`config.mk`:
```
export PLATFORM = sky130hd
export DESIGN_NAME = fmc_seq_ctrl
export DESIGN_NICKNAME = d
export VERILOG_FILES = /design/src/rtl/fmc_seq_ctrl.sv
export SDC_FILE = /design/constraint.sdc
export NUM_CORES = 1
export LEC_CHECK = 0
export CAP_MARGIN = 25
export CORE_MARGIN = 2
export CORE_UTILIZATION = 39
export CTS_BUF_LIST = sky130_fd_sc_hd__clkbuf_4
export DETAILED_ROUTE_END_ITERATION = 8
export PLACE_DENSITY_LB_ADDON = 0.25
export SLEW_MARGIN = 30
export SYNTH_ARGS = -nofsm -noshare
export SYNTH_HDL_FRONTEND = slang
export SYNTH_SLANG_ARGS = --single-unit
```
`constraint.sdc`:
```
create_clock -name clk_ext -period 5.3 [get_ports clk_ext]
set_clock_uncertainty 0.15 [all_clocks]
set_input_delay 1.06 -clock clk_ext [delete_from_list [all_inputs] [get_ports clk_ext]]
set_output_delay 1.06 -clock clk_ext [all_outputs]
set_load 0.01 [all_outputs]
```
`src/rtl/fmc_seq_ctrl.sv`:
```
// FMC edge-select sequencer: N/M counting, reference/feedback injection, lock and timeout tracking.
// Optional feature macro: FMC_TIMEOUT_EN (WAIT_FB dwell timeout driving err).
//
// state     | meaning
// ----------+-----------------------------------------------------------
// S_IDLE    | disabled or just reset; counters held at 0, ratio loadable
// S_RUN     | counting N pulses, injecting reference edges each N
// S_WAIT_FB | M frame complete; waiting for quiet inputs to inject feedback
module fmc_seq_ctrl #(
  parameter int NW          = 3,
  parameter int MW          = 2,
  parameter int LOCK_FRAMES = 4,
  parameter int TIMEOUT     = 64
) (
  input  logic          clk_ext,
  input  logic          rst,
  input  logic          en,
  input  logic          cfg_valid,
  input  logic [NW-1:0] cfg_n,
  input  logic [MW-1:0] cfg_m,
  output logic          cfg_ready,
  input  logic          div_n,
  input  logic          div_m,
  input  logic          clk_out,
  output logic [NW-1:0] n_count,
  output logic [MW-1:0] m_count,
  output logic [1:0]    sel,
  output logic          frame_done,
  output logic          locked,
  output logic          err
);

  typedef enum logic [1:0] {S_IDLE, S_RUN, S_WAIT_FB} state_t;

  if (LOCK_FRAMES < 1 || LOCK_FRAMES > 15) begin : g_bad_lock
    $error("LOCK_FRAMES must be 1..15");
  end
  if (TIMEOUT < 1) begin : g_bad_timeout
    $error("TIMEOUT must be at least 1");
  end

  state_t        state, state_nxt;
  logic [2:0]    sync_q1, sync_s;
  logic          div_n_d;
  logic          div_n_s, div_m_s, clk_out_s;
  logic          n_pulse, fb_release, cfg_load, tmo_hit;
  logic [NW-1:0] n_reg, n_nxt;
  logic [MW-1:0] m_reg, m_nxt;
  logic [1:0]    sel_nxt;
  logic          fd_nxt;
  logic [3:0]    clean_cnt;

  // bit order: {clk_out, div_m, div_n}
  always_ff @(posedge clk_ext) begin
    if (rst) begin
      sync_q1 <= '0;
      sync_s  <= '0;
      div_n_d <= 1'b0;
    end else begin
      sync_q1 <= {clk_out, div_m, div_n};
      sync_s  <= sync_q1;
      div_n_d <= sync_s[0];
    end
  end

  assign div_n_s    = sync_s[0];
  assign div_m_s    = sync_s[1];
  assign clk_out_s  = sync_s[2];
  assign n_pulse    = div_n_s & ~div_n_d;
  assign fb_release = ~clk_out_s & ~div_m_s & ~div_n_s;
  assign cfg_ready  = (state == S_IDLE) || (sel == 2'b01);
  assign cfg_load   = cfg_valid & cfg_ready;

`ifdef FMC_TIMEOUT_EN
  localparam int DW = $clog2(TIMEOUT + 1);
  logic [DW-1:0] dwell;

  // down-counter reloads whenever we are outside WAIT_FB
  always_ff @(posedge clk_ext) begin
    if (rst || state != S_WAIT_FB) dwell <= DW'(TIMEOUT - 1);
    else if (dwell != '0)          dwell <= dwell - 1'b1;
  end

  assign tmo_hit = (state == S_WAIT_FB) && (dwell == '0) && !fb_release;
`else
  assign tmo_hit = 1'b0;
`endif

  always_ff @(posedge clk_ext) begin
    if (rst) state <= S_IDLE;
    else     state <= state_nxt;
  end

  always_comb begin
    state_nxt = state;
    if (!en) begin
      state_nxt = S_IDLE;
    end else begin
      case (state)
        S_IDLE:    state_nxt = S_RUN;
        S_RUN:     if (m_count == m_reg) state_nxt = S_WAIT_FB;
        S_WAIT_FB: if (fb_release || tmo_hit) state_nxt = S_RUN;
        default:   state_nxt = S_IDLE;
      endcase
    end
  end

  always_comb begin
    sel_nxt = 2'b00;
    fd_nxt  = 1'b0;
    n_nxt   = n_count;
    m_nxt   = m_count;
    if (!en) begin
      n_nxt = '0;
      m_nxt = '0;
    end else begin
      case (state)
        S_RUN: begin
          if (m_count != m_reg) begin
            // terminal check first: it outranks a coincident n_pulse
            if (n_count == n_reg && !div_n_s) begin
              sel_nxt = 2'b10;
              n_nxt   = '0;
              m_nxt   = m_count + 1'b1;
            end else if (n_pulse && n_count < n_reg) begin
              n_nxt = n_count + 1'b1;
            end
          end
        end
        S_WAIT_FB: begin
          if (fb_release) begin
            sel_nxt = 2'b01;
            fd_nxt  = 1'b1;
            n_nxt   = '0;
            m_nxt   = '0;
          end else if (tmo_hit) begin
            n_nxt = '0;
            m_nxt = '0;
          end
        end
        default: ;
      endcase
    end
    if (cfg_load) begin
      n_nxt = '0;
      m_nxt = '0;
    end
  end

  always_ff @(posedge clk_ext) begin
    if (rst) begin
      n_count    <= '0;
      m_count    <= '0;
      sel        <= 2'b00;
      frame_done <= 1'b0;
      locked     <= 1'b0;
      err        <= 1'b0;
      n_reg      <= NW'(1);
      m_reg      <= MW'(1);
      clean_cnt  <= '0;
    end else begin
      n_count    <= n_nxt;
      m_count    <= m_nxt;
      sel        <= sel_nxt;
      frame_done <= fd_nxt;
      if (cfg_load) begin
        n_reg <= (cfg_n == '0) ? NW'(1) : cfg_n;
        m_reg <= (cfg_m == '0) ? MW'(1) : cfg_m;
      end
      if (!en || cfg_load || tmo_hit)
        clean_cnt <= '0;
      else if (fd_nxt && clean_cnt != 4'(LOCK_FRAMES))
        clean_cnt <= clean_cnt + 1'b1;
      if (!en || cfg_load || tmo_hit)
        locked <= 1'b0;
      else if (frame_done && clean_cnt == 4'(LOCK_FRAMES))
        locked <= 1'b1;
      if (tmo_hit) err <= 1'b1;
    end
  end

endmodule

```
Word-level counts from Yosys, hierarchy flattened
Index checks and enable logic that the tools add are counted.
{"block": "totals", "ff_bits": 27, "elab_cells": 77}
{"block": "op_classes", "order_cmp": 1, "n_addsub": 3, "n_mux": 21, "reduce_logical": 18, "eq_ne": 13, "bitwise": 9}
{"cell": "$mux 2", "n": 8}
{"cell": "$mux 3", "n": 5}
{"cell": "$ne 2x2->1 const B", "n": 4}
{"cell": "$pmux 2 s2", "n": 2}
{"cell": "$reduce_and 4->1", "n": 2}
{"cell": "$pmux 2 s3", "n": 1}
{"cell": "$pmux 3 s2", "n": 1}
{"cell": "$not 1->1", "n": 5}
{"cell": "$add 4x1->4 const B", "n": 1}
{"cell": "$and 1x1->1", "n": 4}
{"cell": "$eq 2x1->1 const B", "n": 2}
{"cell": "$eq 4x3->1 const B", "n": 1}
{"cell": "$logic_and 1x1->1", "n": 4}
{"cell": "$logic_not 2->1", "n": 2}
{"cell": "$mux 1", "n": 4}
{"cell": "$ne 4x3->1 const B", "n": 1}
{"cell": "$reduce_or 2->1", "n": 2}
{"cell": "$add 3x1->3 const B", "n": 1}
{"cell": "$eq 3x3->1", "n": 1}
{"cell": "$logic_not 3->1", "n": 1}
{"cell": "$lt 3x3->1", "n": 1}
{"cell": "$ne 3x3->1 const B", "n": 1}
{"cell": "$reduce_or 3->1", "n": 1}
{"cell": "$add 2x1->2 const B", "n": 1}
{"cell": "other kinds (7)", "n": 9}

Longest topological paths before layout
Gate-level depths: netlist (run 1).
{"block": "depth", "depth_word": 7, "ltp_mapped": 8, "depth_no_buf": 7}

Worst setup path after synthesis (run 1)
OpenSTA, ideal clock, no wires.
{"block": "synth_path", "path_kind": "input-to-reg", "startpoint": "input port rst", "endpoint": "register n_count[2]", "stages": 6, "required_time_ps": 5088, "arrival_ps": 2192, "path_slack_ps": 2895, "path_cell_list": "nand2b_1 -> a211o_1 -> buf_2 -> nor3b_1 -> nand4b_1 -> nand3_1"}
{"block": "synth_between", "elab_chain_len": 1}
{"element": "from (decl)", "line_no": "16", "rtl": "input logic rst,"}
{"element": "$reduce_or 3->1 (no line)"}
{"element": "to (signal assigned)", "line_no": "162", "rtl": "n_count <= n_nxt;"}
{"element": "to (decl)", "line_no": "25", "rtl": "output logic [NW-1:0] n_count,"}
No other way between the ends.
A chain may end at the register's enable or synchronous reset.

Worst setup path in the final report (run 1)
{"block": "layout_path", "startpoint": "register state[0]", "endpoint": "output port cfg_ready"}
{"block": "layout_between", "elab_chain_len": 2}
{"element": "from (decl)", "line_no": "42", "rtl": "state_t state, state_nxt;"}
{"element": "from (signal assigned)", "line_no": "91", "rtl": "else state <= state_nxt;"}
{"element": "$logic_not 2->1", "line_no": "71", "rtl": "assign cfg_ready = (state == S_IDLE) || (sel == 2'b01);"}
{"element": "$logic_or 1x1->1", "line_no": "71"}
{"element": "to (decl)", "line_no": "21", "rtl": "output logic cfg_ready,"}
No other way between the ends.

==> summary.md, run 1 <==
| Metric | Value |
|---|---|
| Post-CTS Setup Bufs | `0` |
| Final Setup Violations | `0` |
| Die Span X | `61.0 um` |
| Post-Syn Instances | `136` |
| Fin area | `1540 um2` |
| Initial antenna violation count | `0` |
| Fin cells | `201` |
| Power share of the combinational group | `0.124` |
| Post-synth top area cell | `dfxtp_1` |
| Final nets | `179` |
| Core footprint | `3080 um2` |
| Synth warn | `0` |
| CTS resizes | `0` |
| N_diodes | `0` |
| WS Path Type | `register to primary output` |
| Post-DP Area | `1510 um2` |
| Die H | `61.0 um` |
| Final Hold Viols | `0` |
| Register with the most flip-flops | `clean_cnt` |
| Drt total wl | `2340 um` |
| RD Place Congestion | `0.778` |
| Share of cells above drive strength 1 | `0.0573` |
| Initial core utilization | `0.412` |
| Via count | `990` |
| Clock power frac | `0.260` |
| Post-detailed-route wirelength per cell | `11.6 um` |
| Sw Share | `0.249` |
| Largest net degree at the start of global routing | `17` |
| Power Internal | `0.259 mW` |
| ANT nets after route | `0` |
| Total Negative Setup Slacks | `0 ps` |
| Clk sink count | `27` |
| Filler cells | `297` |
| Tot Pwr | `0.345 mW` |
| Max H-tree Level | `1` |
| Cts hold-fix bufs | `0` |
| Required time of the critical path | `4090 ps` |
| Number of remaining DRC errors | `0` |
| Post-detail-place hpwl | `1910 um` |
| Crit end category | `primary output` |
| Hold Crit Class | `register to register` |
| Peak VDD IR | `0.000136 V` |
| Syn_area_per_cell | `9.33 um2` |
| Post-synthesis register bit count | `27` |
| Layout area overhead | `21.7%` |
| Syn_nets | `157` |
| Fin crit share | `0.580` |
| RSZ-0062 raised after global routing | `false` |
| Cell Area, Synth | `1270 um2` |
| Yosys top cell area share | `0.426` |
| WHS | `305 ps` |
| Overflow after GRT | `0` |
| Worst skew pair latency | `320 ps` |
| CTS tree | `yes` |
| Final Max Tran Viols | `0` |
| Synth top area cells | `dfxtp_1 43%, ha_1 8.9%, nor2_1 5.9%` |
| CTS buffer count | `3` |
| Peak Freq | `325 MHz` |
| Sequential share of power | `0.616` |
| Via count of the first global-routing pass | `938` |
| Drt via density | `4.93` |
| LEAKAGE | `0.590 nW` |
| Synth unique cells | `37` |
| Outcome | `completed` |
| Total track usage | `0.143` |
| Global-route wire length before repair | `3940 um` |
| Crit path time final | `3070 ps` |
| Clock Tree Buf Depth | `2` |
| Initial DRC Count | `30` |
| Maxcap violations | `0` |
| Max reg flops | `4` |
| Crit path max fanout | `4` |
| IO Port Bufs | `21` |
| Pwr Density | `224 nW/um2` |
| Worst setup SP type | `register` |
| Crit path DAT | `1860 ps` |
| Site row count | `20` |
| First-pass DRT Iterations | `4` |
| Die area | `3730 um2` |
| Seq/Total Area, Yosys | `0.426` |
| Net switching power | `0.0859 mW` |
| Root Buffer | `clkbuf_4` |
| Clk slew on worst S/H paths | `150 ps` |
| DP Cell Count | `197` |
| Boundary pin count | `23` |
-- kinds of logic after synthesis --
logic type      after synthesis  synth area share
compound gates               19             0.105
fa+ha+maj                     9            0.0888
buf+inv                      12            0.0394
simple gates                 57             0.256
xor+xnor                      5            0.0345
other cells                   1           0.00296
mux                           6            0.0473
flops                        27             0.426
-- metrics by stage --
| step | setup slack, ps | util |
|---|---|---|
| finish | 2230 | 0.502 |
| global route | 2120 | 0.502 |
| CTS | 2220 | 0.502 |
| detailed placement | 1950 | 0.492 |
| global placement | 2030 | 0.492 |
| floorplan | 2900 | - |
-- layer usage --
| metal | share of wire | vias to the layer above | GRT usage |
|---|---|---|---|
| li1 | - | 499 | - |
| met1 | 0.46 | 463 | 0.178 |
| met2 | 0.48 | 24 | 0.237 |
| met3 | 0.047 | 4 | 0.0252 |
| met4 | 0.015 | 0 | 0.0714 |
| met5 | 0 | - | 0 |
-- final cells by class --
cell class / instances / area [um2] / share of cell area
Tap cell: 44 / 55.1 / 0.0357
Inverter: 8 / 30.0 / 0.0194
Clock inverter: 1 / 7.51 / 0.00486
Timing Repair Buffer: 21 / 210 / 0.136
Sequential cell: 27 / 541 / 0.350
Multi-Input combinational cell: 97 / 678 / 0.439
Clock buffer: 3 / 22.5 / 0.0146
-- critical path, cell delays in order, from the launching register on --
cell and delay (ps):
dfxtp_1 390, inv_1 80, ha_1 230, or2_2 350
clkdlybuf4s50_1 490
-- worst paths after layout --
| check | start | end | slack (ps) | cells after the start |
|---|---|---|---|---|
| worst max-delay path | state[0] | cfg_ready | 2230 | 4 |
| worst min-delay path | sync_q1[1] | sync_s[1] | 300 | 1 |
| worst max register to register | state[0] | m_count[1] | 3070 | 7 |
| worst min register to register | sync_q1[1] | sync_s[1] | 300 | 1 |
-- cells in the final DEF, fill, tap and decap left out, types with 3 or more instances in the layout --
| cell | synthesis | layout |
|---|---|---|
| dfxtp_1 | 27 | 27 |
| clkdlybuf4s50_1 | 0 | 21 |
| nor2_1 | 20 | 20 |
| nor2b_1 | 9 | 9 |
| ha_1 | 9 | 9 |
| inv_1 | 8 | 8 |
| nand2_1 | 8 | 8 |
| mux2i_1 | 6 | 6 |
| a21oi_1 | 6 | 6 |
| xor2_1 | 4 | 4 |
| nor3b_1 | 3 | 3 |
| o21ai_0 | 3 | 3 |
| clkbuf_4 | 0 | 3 |
-- synthesized netlist by cell type, drive strengths merged --
master and n:
a211o 2, a211oi 2, a21oi 6, a31oi 1, and2 1, and2b 1
buf 2, clkbuf 2, conb 1, dfxtp 27, ha 9, inv 8
mux2i 6, nand2 8, nand2b 2, nand3 2, nand3b 2, nand4 1
nand4b 2, nor2 20, nor2b 9, nor3 2, nor3b 3, nor4b 1
o211a 1, o211ai 1, o21ai 3, o21bai 1, o31ai 1, o32ai 1
or2 1, or2b 1, or4b 1, xnor2 1, xor2 4
-- power groups by stage --
stage               clock network (mW)  logic (mW)  registers, mW
CTS                             0.0930      0.0431          0.213
detailed placement                   0      0.0429          0.217
global placement                     0      0.0418          0.217
global route                     0.100      0.0479          0.213
floorplan                            0      0.0278          0.216
finish                          0.0898      0.0430          0.213
No activity file was read; power rests on OpenSTA's default activity.
==> inputs of run 2 (changes only) <==
==> constraint.sdc (replaced) <==
create_clock -name clk_ext -period 2.6 [get_ports clk_ext]
set_clock_uncertainty 0.15 [all_clocks]
set_input_delay 0.52 -clock clk_ext [delete_from_list [all_inputs] [get_ports clk_ext]]
set_output_delay 0.52 -clock clk_ext [all_outputs]
set_load 0.01 [all_outputs]
==> run 2 against run 1 <==
Net effect:
- total power is 110% higher
- clock power is 110% higher
- cell count is 1.0% higher
- register-to-register slack worse by 2700 ps
- global-route usage is 0.15 points lower
- core utilization is 0.57 points higher
- sequential share of layout area is 0.39 points lower
- critical path depth stayed put
- worst setup slack worse by 1900 ps
- first-iteration DRC count is 60% lower
- combinational power is 110% higher
- largest cell class unchanged
- highest routed layer unchanged
==> summary.md, run 2 (synthesis results as in run 1) <==
| Metric | Value |
|---|---|
| IO Port Bufs | `21` |
| Drt total wl | `2400 um` |
| Slowest stage cell, crit path | `dfxtp_1` |
| Filler cells | `298` |
| Maxcap violations | `0` |
| LEAKAGE | `0.602 nW` |
| CTS tree | `yes` |
| Fin crit share | `0.861` |
| Overflow after GRT | `0` |
| Via count | `981` |
| Drt via density | `4.83` |
| Initial DRC Count | `12` |
| RD Place Congestion | `0.746` |
| N_diodes | `0` |
| Clock Tree Buf Depth | `2` |
| Initial core utilization | `0.412` |
| Peak VDD IR | `0.000290 V` |
| WS Path Type | `register to primary output` |
| Core footprint | `3080 um2` |
| Clk slew on worst S/H paths | `150 ps` |
| Initial antenna violation count | `0` |
| Die H | `61.0 um` |
| Largest net degree at the start of global routing | `17` |
| Worst setup margin | `360 ps` |
| Post-detailed-route wirelength per cell | `11.8 um` |
| Critical path's largest stage delay | `400 ps` |
| Site row count | `20` |
| Worst setup SP type | `register` |
| Clk sink count | `27` |
| Worst skew pair latency | `330 ps` |
| Boundary pin count | `23` |
| Crit path DAT | `1570 ps` |
| Max-slew headroom | `0.649` |
| Peak Freq | `446 MHz` |
| Most frequent cells in the layout | `27 x dfxtp_1, 20 x nor2_1, 20 x clkdlybuf4s50_1` |
| First-pass DRT Iterations | `4` |
| Max H-tree Level | `1` |
| Share of cells above drive strength 1 | `0.0692` |
| Final nets | `181` |
| Crit-path cells | `inv_1 > ha_1 > or2_2 > dlymetal6s2s_1` |
| Die area | `3730 um2` |
| Crit end category | `primary output` |
| Via count of the first global-routing pass | `916` |
| Hold Crit Class | `register to register` |
| Dpl ws | `219 ps` |
| Final Setup Violations | `0` |
| Crit path max fanout | `4` |
| Number of remaining DRC errors | `0` |
| RSZ-0062 raised after global routing | `false` |
| CTS buffer count | `3` |
| Cts hold-fix bufs | `0` |
| CP delay by family, top | `flip-flops` |
| Tot Pwr | `0.710 mW` |
| Commonest non-fill, non-tap cell in the layout | `dfxtp_1` |
| Total Negative Setup Slacks | `0 ps` |
| Layout area overhead | `23.1%` |
| Total track usage | `0.141` |
| Die Span X | `61.0 um` |
| ANT nets after route | `0` |
| Global-route wire length before repair | `3920 um` |
| Crit path time final | `2240 ps` |
| WHS | `309 ps` |
| Outcome | `completed` |
| Final Max Tran Viols | `0` |
| Register with the most flip-flops | `clean_cnt` |
| Required time of the critical path | `1930 ps` |
| Worst path buffer plus inverter count | `2` |
| Max reg flops | `4` |
| Final core occ | `0.507` |
| Pwr Density | `455 nW/um2` |
| Post-detail-place hpwl | `1880 um` |
| Final Hold Viols | `0` |
| Worst Max-Slew Pin Slew | `520 ps` |
| Root Buffer | `clkbuf_4` |
run 2: cell types whose count changed in the layout (fill, tap and decap cells not counted):
cell / previous run / this run
buf_4: 0 / 2
dlymetal6s2s_1: 0 / 1
clkdlybuf4s50_1: 21 / 20
run 2: routing by layer:
layer,vias up,global-route usage,routed length (um)
li1,504,-,-
met1,454,0.177,1130
met2,21,0.239,1150
met3,2,0.0441,96
met4,0,0.0311,21
met5,-,0,0
run 2: worst paths after layout:
kind                     end  cells past startpoint        from  slack, ps
setup reg to reg  m_count[1]                      7    state[0]        380
hold / removal     sync_s[0]                      1  sync_q1[0]        310
hold reg to reg    sync_s[0]                      1  sync_q1[0]        310
setup / recovery   cfg_ready                      4    state[0]        360
run 2: per-stage QoR:
stage | instances | cell area [um2]
floorplan | 136 | 1270
global placement | 199 | 1530
detailed placement | 199 | 1530
CTS | 203 | 1560
global route | 203 | 1560
finish | 203 | 1560
run 2: worst reg2reg max path, stage by stage (launching register included):
cell and delay [ps]:
dfxtp_1 360, inv_1 90, ha_1 330, nor4b_4 300
o32ai_2 150, nand2b_4 170, or4b_1 460, a21oi_1 150
run 2: final cells by class:
class	count	area, um2	share of cell area
Tap cell	44	55.1	0.0353
Clock inverter	1	7.51	0.00481
Clock buffer	3	22.5	0.0144
Inverter	8	30.0	0.0192
Multi-Input combinational cell	97	678	0.434
Timing Repair Buffer	23	228	0.146
Sequential cell	27	541	0.346
run 2: timing repair:
action | in CTS | in global routing
setup endpoints to repair | 0 | 1
gates resized for setup | 0 | 1
endpoints found under the hold margin | 0 | 0
buffers inserted | 0 | 0
run 2: where the power goes:
part / total (mW) / switching (mW) / internal, mW
Combinational: 0.0897 / 0.0434 / 0.0463
Clock: 0.187 / 0.129 / 0.0589
Sequential: 0.433 / 0.00755 / 0.426
Total: 0.710 / 0.179 / 0.531
